<file path="config.mk">
export PLATFORM = sky130hd
export DESIGN_NAME = fetch_unit
export DESIGN_NICKNAME = d
export VERILOG_FILES = /design/src/rtl/fetch_unit.sv
export SDC_FILE = /design/constraint.sdc
export NUM_CORES = 1
export LEC_CHECK = 0
export CORE_UTILIZATION = 30
export DETAILED_ROUTE_END_ITERATION = 7
export GPL_TIMING_DRIVEN = 0
export SYNTH_ARGS = -nofsm -noshare
export SYNTH_HDL_FRONTEND = slang
export SYNTH_SLANG_ARGS = --single-unit
</file>
<file path="constraint.sdc">
create_clock -name clk -period 1.78 [get_ports clk]
set_input_delay 0.267 -clock clk [delete_from_list [all_inputs] [get_ports clk]]
set_output_delay 0.267 -clock clk [all_outputs]
set_load 0.03 [all_outputs]
</file>
<file path="src/rtl/fetch_unit.sv">
// fetch_unit: sequential 16-bit instruction fetch with a one-entry skid buffer,
// branch redirect and halt-word detection.
module fetch_unit #(
    parameter int          NS        = 15,
    parameter int          DEPTH     = 64,
    parameter logic [NS:0] RESET_PC  = '0,
    parameter logic [15:0] HALT_WORD = 16'hEFFF
) (
    input  logic        clk,
    input  logic        rst,
    output logic [NS:0] pc_out,
    input  logic [15:0] instr_in,
    input  logic        stall,
    input  logic        branch_taken,
    input  logic [NS:0] branch_target,
    output logic [15:0] instr_out,
    output logic [NS:0] instr_pc,
    output logic        instr_valid,
    output logic        halted
);
    localparam logic [NS:0] SPAN = (NS+1)'(2 * DEPTH);
    localparam logic [NS:0] TWO  = (NS+1)'(2);

    typedef enum logic [1:0] {BOOT, RUN, HALT} state_t;
    state_t state, state_nx;

    logic        fl_v, sk_v;
    logic [NS:0] fl_pc, sk_pc;
    logic [15:0] sk_w;

    logic        accept, ld_v, halt_ld, sk_nx, sk_wr, issue;
    logic [15:0] ld_w;
    logic [NS:0] ld_pc, pc_inc, tgt;

    // The skid always drains ahead of the in-flight word, so fetch order is kept.
    always_comb begin
        accept   = !instr_valid || !stall;
        ld_v     = sk_v || fl_v;
        ld_w     = sk_v ? sk_w : instr_in;
        ld_pc    = sk_v ? sk_pc : fl_pc;
        halt_ld  = accept && ld_v && ld_w == HALT_WORD && !branch_taken;
        sk_nx    = accept ? (sk_v && fl_v) : (sk_v || fl_v);
        sk_wr    = fl_v && (accept == sk_v);
        issue    = !sk_nx && !halt_ld;
        pc_inc   = (pc_out == SPAN - TWO) ? '0 : pc_out + TWO;
        tgt      = (branch_target & ~((NS+1)'(1))) % SPAN;
        state_nx = (state == HALT || halt_ld) ? HALT : RUN;
    end

    always_ff @(posedge clk) begin
        if (rst)
            state <= BOOT;
        else
            state <= state_nx;
    end

    always_ff @(posedge clk) begin
        if (rst) begin
            pc_out      <= RESET_PC;
            instr_out   <= '0;
            instr_pc    <= '0;
            instr_valid <= 1'b0;
            fl_v        <= 1'b0;
            fl_pc       <= '0;
            sk_v        <= 1'b0;
            sk_w        <= '0;
            sk_pc       <= '0;
        end else if (state == HALT) begin
            fl_v <= 1'b0;
            sk_v <= 1'b0;
            if (instr_valid && !stall)
                instr_valid <= 1'b0;
        end else if (branch_taken) begin
            pc_out      <= tgt;
            instr_valid <= 1'b0;
            fl_v        <= 1'b0;
            sk_v        <= 1'b0;
        end else begin
            if (accept) begin
                instr_valid <= ld_v;
                if (ld_v) begin
                    instr_out <= ld_w;
                    instr_pc  <= ld_pc;
                end
            end
            sk_v <= sk_nx;
            if (sk_wr) begin
                sk_w  <= instr_in;
                sk_pc <= fl_pc;
            end
            fl_v <= issue;
            if (issue) begin
                fl_pc  <= pc_out;
                pc_out <= pc_inc;
            end
        end
    end

    assign halted = state == HALT && !instr_valid;
endmodule

</file>
# Yosys cells after proc, flatten, opt, wreduce, memory -nomap -nowiden
# Cells that the tools add are included.
# classes
eq_ne	5
n_mul	0
order_cmp	0
muxes	11
n_div	0
bitwise	2
reduce_logical	24
shift	0
addsub	1
# op_table
cell	count
2-to-1 mux 16 bit	5
adder 16 x 2 -> 16 bit, second input constant	1
== test 16 bit, second input constant	1
== test 16 x 7 -> 1 bit, second input constant	1
logical AND 1 bit	8
AND reduction 3 bit	2
logical NOT 1 bit	5
2-to-1 mux 1 bit	5
AND reduction 2 bit	2
AND reduction 4 bit	1
logical OR 1 bit	3
nonzero test 3 bit	1
OR reduction 3 bit	1
== test 2 bit, second input constant	1
2-to-1 mux 2 bit	1
inequality test 2 x 1 -> 1 bit, second input constant	1
inverter 1 bit	2
nonzero test 2 bit	1
== test 1 bit	1
# word_totals
mem_bits_rw	0
mem_count	0
output_inout_bits	50
latchBits	0
mem_bits_ro	0
in_bits	36
ff_bits	101

# Depth between registers and ports, before layout
# Gate-level depths: netlist of the first run.
# logic_depth
depth_word	9
ltp_mapped	9
mapped_depth_nobuf	6

# Worst setup path before layout of the first run
# No wires, ideal clock.
# synth_path
kind	reg-to-reg
start	register pc_out[6]
end	register pc_out[7]
stages_incl_launch_ff	8
period_less_slack_ns	1.891
setup_slack_ns	-0.111
setup_time_ns	0.073
n_path_buf	1
arrival_ns	1.818
cell_sequence	dfxtp_1 and4_1 and4_1 or4_4 nor2_4 buf_6 nand3_1 mux2i_1
# synth_via
elab_chain_cells	4
word_cells_on_any_way	5
cone_classes	1 x add/sub; 1 x eq/ne; 3 x mux
# synth_rtl
element	line_no	source
from (decl)	11	output logic [NS:0] pc_out,
from (signal assigned)	74	pc_out <= tgt;
from (signal assigned)	94	pc_out <= pc_inc;
adder 16 x 2 -> 16 bit / == test 16 x 7 -> 1 bit (equally long branches)	45	pc_inc = (pc_out == SPAN - TWO) ? '0 : pc_out + TWO;
2-to-1 mux 16 bit (*)	45	
2-to-1 mux 16 bit (*)	92	if (issue) begin
2-to-1 mux 16 bit (*)	73	end else if (branch_taken) begin
# Mark *: on every way between the ends. The rest lies on a longest branch, timed or not. The select of a mux whose other input is x is not followed.
# A chain may end at the register's enable or synchronous reset.

# Worst setup path in the final report of the first run
# layout_path
start	register sk_v
end	register pc_out[10]
# layout_via
elab_chain_cells	8
word_cells_on_any_way	13
cone_classes	1 x eq/ne; 2 x mux; 10 x reduce/logical
# layout_rtl
element	line_no	source
from (decl)	27	logic fl_v, sk_v;
from (signal assigned)	86	sk_v <= sk_nx;
2-to-1 mux 16 bit / logical OR 1 bit (equally long branches)	39, 38, 42	
== test 16 bit / logical AND 1 bit (equally long branches)	41	halt_ld = accept && ld_v && ld_w == HALT_WORD && !branch_taken;
logical AND 1 bit (2 in series)	41	
logical NOT 1 bit	44	issue = !sk_nx && !halt_ld;
logical AND 1 bit (*)	44	
nonzero test 2 bit (no line) (*)	-	
AND reduction 2 bit (no line) (*)	-	
# Mark *: on every way between the ends. The rest lies on a longest branch, timed or not.

==> impl_metrics.ini, run 1 <==
[global_route]
grtUsageTotal = 0.181
grt_pass1_wl_mm = 20.4
grt_pass1_vias = 4015
grt_max_degree = 17
grt-ovfl-total = 0
grt_antenna_before_repair = 0

[sta]
hold_violations = 0
fin_crit_ns = 1.97
layout_setup_ws_ns = -0.192
slew_violations = 0
rsz0062_at_grt = yes
relSlewSlack = 0.461
fmax_ghz = 0.507
worst-slew-pin-transition_ns = 0.809
setup_viol = 31
fin_tns_setup_ns = -3.09
fin_skew_ns = 0.00787
timing.final.crit_share = 1.11
holdWs_ns = 0.374

[floorplanning]
rows = 42
io_pins = 86
die_h_um = 121
dieArea_mm2 = 0.0145
die_x_um = 121
initial_core_util = 0.313
core-area_mm2 = 0.0135

[place]
placed_cell_area_mm2 = 0.00519
gp_congestion = 0.890
portBuffers = 73
hpwl_mm = 8.74

[synth]
ys_warn_count = 0
synthesis.area_mm2 = 0.00421
ys_ff_latch = 97
yosysTopAreaCell = dfxtp_1
async_flop_share = 0
synth.yosys.seq_area_share = 0.461
synthFlopType = dfxtp_1
synth_edf_count = 0
synth_cell_types = 52
synthCells = 504
syn_avg_cell_area_um2 = 8.36
synth_area_leaders = dfxtp_1, nand2_1, mux2i_1
synth_top_area_frac = 0.461

[power]
ir_drop_uv = 514
netSwitchingFraction = 0.243
power.share.clock = 0.441
switchingPower_mw = 1.23
p_comb_frac = 0.110
seq_power_share = 0.449
intPower_mw = 3.83
power.total_mw = 5.07
p_leak_nw = 2.04
cellPowerDensity_mw_per_mm2 = 816

[setup_path]
crit_type = reg2reg
critical_path.startpoint_type = register
reg2regPathDepth = 8
end_kind = register
arrival_ns = 2.20
critPathRequiredTime_ns = 2.01
crit_fanout = 7

[finish]
antenna_cells = 0
areaGrowthSynthToFinish_pct = 47.4
nets = 646
fillers = 1344
post-route-cell-area_mm2 = 0.00621
drive_above_1_share = 0.246

[routing]
drtIter0Drc = 201
post_drt_wl_per_cell_um = 16.0
drc = 0
vias = 4101
ant_nets = 0
drt_wl_total_mm = 12.6
firstDrtPassIters = 4
vias_per_cell = 5.19

[min_path]
min_delay_path_depth = 3
min_path_type = in2reg

[cts]
h-tree-depth = 3
cts_root_buffer = clkbuf_16
cts.reportedPaths.clkPinSlew_ns = 0.07
clkSinkCount = 97
cts_hold_buf = 0
cts_inserted_buffers = 9
cts_tree = done
clockBufferDepth = 2
clk_latency_ns = 0.34

[run_status]
status = complete, but fails checks
violations = negative setup slack

[flow_run]
max-cap-violations = 0
[registers in the layout, summed over array words and instances (netlist names)]
signal,cells
fl_pc,15
instr_pc,15
sk_pc,15
pc_out,15
instr_valid,1
state,2
sk_w,16
fl_v,1
sk_v,1
instr_out,16
[synthesized netlist by cell type, types with 3 or more instances]
master / instances
nor3_1: 7
and3_1: 5
a211oi_1: 35
o21ai_1: 6
a21oi_1: 52
nand4_1: 6
nand3_1: 23
and2_1: 5
mux2i_1: 33
inv_1: 6
buf_6: 3
clkbuf_1: 26
buf_1: 4
nand3b_1: 4
nand2_1: 94
o21ai_0: 6
nand4b_1: 3
nor2_1: 45
dfxtp_1: 97
[metrics by stage]
stage / util / setup slack [ns] / std cells
4_1_cts: 0.448 / -0.213 / 788
5_1_grt: 0.462 / -0.248 / 790
6_report: 0.462 / -0.192 / 790
2_1_floorplan: - / -0.00805 / 505
3_5_place_dp: 0.386 / -0.838 / 754
3_3_place_gp: 0.386 / -0.790 / 754
[cell type report]
type / count / area [um2] / area share
Buffer: 34 / 213 / 0.0343
Multi-Input combinational cell: 365 / 2460 / 0.397
Clock inverter: 7 / 119 / 0.0191
Inverter: 6 / 22.5 / 0.00363
Sequential cell: 97 / 1960 / 0.316
Timing Repair Buffer: 96 / 986 / 0.159
Tap cell: 176 / 220 / 0.0355
Clock buffer: 9 / 225 / 0.0363
[routing by layer]
metal,up-vias,global-route usage,share of wire
met4,0,0.0625,0.014
met3,17,0.0368,0.051
li1,1995,-,-
met2,127,0.292,0.47
met1,1962,0.239,0.46
met5,-,0,0
[what timing repair did]
action,CTS,global route
pin swaps,43,16
resized for setup,107,48
endpoints found under the setup margin,99,94
gates cloned,3,0
buffers inserted,16,4
[placed cells by master, fill, tap and decap left out, types with 3 or more instances in the layout]
master and n:
clkdlybuf4s50_1 61, nand2_2 16, nand2_1 76, nand4b_1 3
nand3_1 12, clkbuf_4 4, o21ai_0 3, nor3_1 7
buf_12 3, and2_1 4, dlygate4sd2_1 10, inv_1 6
clkbuf_2 8, nor2_4 3, a211oi_1 31, a21oi_1 34
nor2_1 42, mux2i_1 32, a211oi_2 4, buf_6 17
dfxtp_2 11, o21ai_1 9, and3_1 4, a21oi_2 16
clkbuf_16 9, nand3b_1 4, buf_4 9, buf_2 3
dfxtp_1 85, bufinv_16 3, clkbuf_1 10, nand3_2 11
nand4_1 6
[worst max-delay path, cell delays in order, from the launching register on]
cell and delay (ns):
dfxtp_4 0.41, buf_8 0.15, buf_12 0.11, mux2i_4 0.27, o2111a_2 0.31, buf_6 0.13, nor2_4 0.05, and3_4 0.16
a221o_1 0.26
[cell families after synthesis]
kind of cell / after synthesis / share of synthesized area
adders and majority gates: 1 / 0.00297
xor gates and xnor gates: 2 / 0.00416
DFF: 97 / 0.461
other: 1 / 0.000890
muxes: 33 / 0.0784
buffers and inverters: 43 / 0.0460
and+or+nand+nor: 209 / 0.229
AOI/OAI and AO/OA: 118 / 0.178
[final timing paths]
kind	start	to	slack (ns)
max	sk_v$_SDFF_PP0_	pc_out[10]$_SDFFE_PP0P_	-0.19
min	instr_in[1]	sk_w[1]$_SDFFE_PP0P_	0.37
max reg2reg	sk_v$_SDFF_PP0_	pc_out[10]$_SDFFE_PP0P_	-0.19
min reg2reg	sk_pc[7]$_SDFFE_PP0P_	sk_pc[7]$_SDFFE_PP0P_	0.46
[power groups by stage]
stage               clock network (mW)  registers (mW)  logic, mW
floorplan                            0            2.40      0.187
global placement                     0            2.32      0.487
detailed placement                   0            2.32      0.492
CTS                               2.27            2.27      0.539
global route                      2.36            2.28      0.597
finish                            2.24            2.27      0.558
No activity file was read; power rests on OpenSTA's default activity.
==> run 2, diff against run 1 <==
Settings changed: HOLD_SLACK_MARGIN from default to 0.15.
Clock period 1.78 ns to 1.9 ns, I/O delays scaled along.
==> impl_metrics.ini, run 2 (same netlist as run 1, synthesis figures left out) <==
[cts]
cts_hold_buf = 0
cts_root_buffer = clkbuf_16
clk_latency_ns = 0.35
cts_inserted_buffers = 9
clkSinkCount = 97
clockBufferDepth = 2
h-tree-depth = 3
cts_tree = done
cts.reportedPaths.clkPinSlew_ns = 0.06

[flow_run]
max-cap-violations = 0

[global_route]
grt_pass1_vias = 3874
grt_max_degree = 16
grt_pass1_wl_mm = 19.7
grt_antenna_before_repair = 0
top_usage_layer = met2
grt-ovfl-total = 0
grtUsageTotal = 0.174
met2_usage = 0.281
use_met3 = 0.0255
use_met1 = 0.230

[power]
ir_drop_uv = 375
switchingPower_mw = 1.12
cellPowerDensity_mw_per_mm2 = 766
seq_power_share = 0.476
power.share.clock = 0.414
intPower_mw = 3.35
power.total_mw = 4.47
netSwitchingFraction = 0.250
p_comb_frac = 0.110
p_leak_nw = 1.89

[run_status]
violations = negative setup slack
status = complete, but fails checks

[place]
hpwl_mm = 8.70
place_inst = 754
portBuffers = 73
pre_cts_slack_ns = -0.696
gp_congestion = 0.836

[setup_path]
critPathRequiredTime_ns = 2.16
path_cells = clkdlybuf4s50_1 -> nand2b_4 -> or4_4 -> nor2_4 -> buf_6 -> nand3_2 -> mux2i_1
critical_path.startpoint_type = input pin
slowest_delay_ns = 0.57
critPathTopFamily = simple AND/OR/NAND/NOR gates
crit_path_top_delay_cell = clkdlybuf4s50_1
arrival_ns = 2.24
end_kind = register
crit_fanout = 5
crit_type = in2reg
crit_buf_inv = 2

[sta]
fin_crit_ns = 1.97
holdWs_ns = 0.267
fin_tns_setup_ns = -0.108
fmax_ghz = 0.506
slew_violations = 0
worst-slew-pin-transition_ns = 0.618
fin_skew_ns = 0.00733
setup_viol = 4
rsz0062_at_grt = yes
relSlewSlack = 0.588
hold_violations = 0
layout_setup_ws_ns = -0.0749
timing.final.crit_share = 1.04

[finish]
antenna_cells = 0
final_cell_mix = nand2_1, dfxtp_1, clkdlybuf4s50_1, a21oi_1, nor2_1
reg.largest.list = instr_out (16), sk_w (16)
nets = 639
final_cells = 783
fillers = 1365
areaGrowthSynthToFinish_pct = 38.5
drive_above_1_share = 0.138

[floorplanning]
rows = 42
die_x_um = 121
initial_core_util = 0.313
dieArea_mm2 = 0.0145
io_pins = 86
core-area_mm2 = 0.0135
die_h_um = 121

[routing]
ant_nets = 0
vias_per_cell = 5.11
drt_wl_total_mm = 12.1
firstDrtPassIters = 4
drtIter0Drc = 176
vias = 4003
drc = 0
post_drt_wl_per_cell_um = 15.4

[min_path]
min_path_type = in2reg
## run 2: cell count changes in the layout (fill, tap and decap cells not counted), moves of 9 or more
cell | before | now
a21oi_2 | 16 | 5
nand2_1 | 76 | 92
buf_6 | 17 | 8
nand3_1 | 12 | 21
nand2_2 | 16 | 1
nand3_2 | 11 | 2
a21oi_1 | 34 | 47
## run 2: final timing paths
path,startpoint,to,slack [ns],cells after the start
setup / recovery,branch_taken,pc_out[7]$_SDFFE_PP0P_,-0.07,7
hold / removal,instr_in[7],sk_w[7]$_SDFFE_PP0P_,0.27,3
setup reg to reg,pc_out[3]$_SDFFE_PP0P_,pc_out[7]$_SDFFE_PP0P_,-0.04,7
hold reg to reg,sk_pc[2]$_SDFFE_PP0P_,sk_pc[2]$_SDFFE_PP0P_,0.46,2
## run 2: cell type report
| type | instances | area, um2 | area share |
|---|---|---|---|
| Buffer | 35 | 196 | 0.0337 |
| Clock buffer | 12 | 246 | 0.0422 |
| Clock inverter | 4 | 52.6 | 0.00901 |
| Inverter | 6 | 22.5 | 0.00386 |
| Multi-Input combinational cell | 365 | 2250 | 0.386 |
| Sequential cell | 97 | 1950 | 0.334 |
| Tap cell | 176 | 220 | 0.0377 |
| Timing Repair Buffer | 88 | 892 | 0.153 |
## run 2: worst min-delay path: stages
cell	delay (ns)
dlymetal6s2s_1	0.15
nand2_1	0.07
a21oi_1	0.05
## run 2: layer usage
metal | part of all wire | wire length (um)
met5 | 0 | 0
met2 | 0.46 | 5550
met3 | 0.047 | 570
met4 | 0.023 | 277
met1 | 0.47 | 5700
## run 2: timing repair
item | in CTS | in global routing
pin swaps | 11 | 9
gates resized for setup | 53 | 39
cloned | 1 | 1
buffers inserted | 11 | 2
endpoints found under the setup margin | 64 | 87
## run 2: metrics by stage
step                      area [um2]  utilization
after floorplan                 4220            -
after global placement          5170        0.384
after detailed placement        5170        0.384
after CTS                       5740        0.427
after global routing            5830        0.434
final                           5830        0.434
## run 2: power groups by stage
stage / logic [mW] / registers [mW] / clock network (mW)
after floorplan: 0.175 / 2.25 / 0
after global placement: 0.454 / 2.17 / 0
after detailed placement: 0.459 / 2.17 / 0
after CTS: 0.481 / 2.13 / 1.87
after global routing: 0.528 / 2.13 / 1.96
final: 0.491 / 2.13 / 1.85
==> run 3, diff against run 2 <==
Settings changed: CORE_MARGIN from default to 2, SKIP_LAST_GASP from default to 1.
==> impl_metrics.ini, run 3 (same netlist as run 1, synthesis figures left out) <==
[finish]
drive_above_1_share = 0.207
nets = 649
final_cell_mix = nand2_1, dfxtp_1, clkdlybuf4s50_1, nor2_1, a21oi_1
areaGrowthSynthToFinish_pct = 45.5
layout_commonest_cell = nand2_1
post-route-cell-area_mm2 = 0.00613
fillers = 1358
antenna_cells = 0
reg.largest.list = instr_out (16), sk_w (16)

[global_route]
use_met3 = 0.0404
grt_pass1_wl_mm = 19.8
grt-ovfl-total = 0
met2_usage = 0.267
grt_max_degree = 16
top_usage_layer = met2
grt_antenna_before_repair = 0
grtUsageTotal = 0.170
use_met1 = 0.225
grt_pass1_vias = 3842

[sta]
setup_viol = 4
layout_setup_ws_ns = -0.0289
slew_violations = 0
relSlewSlack = 0.513
fin_skew_ns = 0.00828
hold_violations = 0
fin_tns_setup_ns = -0.102
rsz0062_at_grt = yes
fin_crit_ns = 1.93
fmax_ghz = 0.518
holdWs_ns = 0.457
timing.final.crit_share = 1.02
worst-slew-pin-transition_ns = 0.730

[cts]
cts_inserted_buffers = 9
cts_root_buffer = clkbuf_16
cts_tree = done
cts_hold_buf = 0
clk_latency_ns = 0.35
clkSinkCount = 97
h-tree-depth = 3
clockBufferDepth = 2
cts.reportedPaths.clkPinSlew_ns = 0.07

[routing]
drtIter0Drc = 263
vias_per_cell = 5.09
drc = 0
vias = 4057
firstDrtPassIters = 5
drt_wl_total_mm = 12.7
ant_nets = 0
post_drt_wl_per_cell_um = 15.9

[place]
hpwl_mm = 8.81
gp_congestion = 0.865
portBuffers = 73
placed_cell_area_mm2 = 0.00517
pre_cts_slack_ns = -0.641

[power]
seq_power_share = 0.457
netSwitchingFraction = 0.242
cellPowerDensity_mw_per_mm2 = 758
p_comb_frac = 0.110
p_leak_nw = 1.97
switchingPower_mw = 1.12
intPower_mw = 3.53
ir_drop_uv = 497
power.share.clock = 0.433

[floorplanning]
io_pins = 86
rows = 43
dieArea_mm2 = 0.0150
die_h_um = 123
core-area_mm2 = 0.0138
initial_core_util = 0.306
die_x_um = 123

[flow_run]
max-cap-violations = 0

[setup_path]
critical_path.startpoint_type = register
arrival_ns = 2.20
end_kind = register
crit_fanout = 8
critPathRequiredTime_ns = 2.17
crit_type = reg2reg

[run_status]
violations = negative setup slack
status = complete, but fails checks

[min_path]
min_path_type = reg2reg
run 3: changes by cell type in the layout (fill, tap and decap cells not counted), moves of 5 or more:
cell,before,now
dfxtp_1,92,83
clkdlybuf4s50_1,65,70
nand3_4,1,7
dfxtp_2,4,10
a21oi_2,5,10
nand3_1,21,12
a21oi_1,47,41
buf_4,11,18
run 3: critical path: stages (launching register included):
cell and delay [ns]:
dfxtp_4 0.39, buf_8 0.15, nand3_4 0.09, a211oi_4 0.31
o2111ai_4 0.27, buf_6 0.23, a41oi_1 0.19, o21ai_1 0.08
a21oi_1 0.14
run 3: layout make-up:
cell class	instances	area (um2)	area share
multi-input combinational	365	2410	0.393
sequential	97	1970	0.321
clock inverter	4	75.1	0.0122
inverter	6	22.5	0.00367
buffer	35	208	0.0339
clock buffer	12	256	0.0419
timing repair buffer	98	966	0.158
tap	180	225	0.0367
run 3: final timing paths:
check	cells after the start	slack [ns]	startpoint	end
setup / recovery	8	-0.03	sk_v$_SDFF_PP0_	pc_out[8]$_SDFFE_PP0P_
hold / removal	2	0.46	sk_pc[9]$_SDFFE_PP0P_	sk_pc[9]$_SDFFE_PP0P_
setup reg to reg	8	-0.03	sk_v$_SDFF_PP0_	pc_out[8]$_SDFFE_PP0P_
hold reg to reg	2	0.46	sk_pc[9]$_SDFFE_PP0P_	sk_pc[9]$_SDFFE_PP0P_
run 3: routing by layer:
metal | part of all wire | up-vias | routed length (um)
met5 | 0 | - | 0
met4 | 0.020 | 0 | 249
li1 | - | 2002 | -
met3 | 0.053 | 21 | 667
met1 | 0.45 | 1905 | 5760
met2 | 0.47 | 129 | 5980
run 3: timing repair:
action | in CTS | in global routing
resized for setup | 43 | 96
pin swaps | 6 | 20
buffers inserted | 7 | 15
cloned | 1 | 2
endpoints found under the setup margin | 72 | 89
run 3: metrics by stage:
step           power, mW  utilization  cells
6_report            4.65        0.445    797
5_1_grt             4.81        0.445    797
4_1_cts             4.65        0.414    782
3_5_place_dp        2.63        0.376    758
3_3_place_gp        2.63        0.376    758
2_1_floorplan       2.42            -    505
run 3: power groups by stage:
stage | logic [mW] | clock network, mW | registers, mW
2_1_floorplan | 0.175 | 0 | 2.25
3_3_place_gp | 0.456 | 0 | 2.17
3_5_place_dp | 0.461 | 0 | 2.17
4_1_cts | 0.482 | 2.04 | 2.13
5_1_grt | 0.551 | 2.13 | 2.13
6_report | 0.513 | 2.01 | 2.12
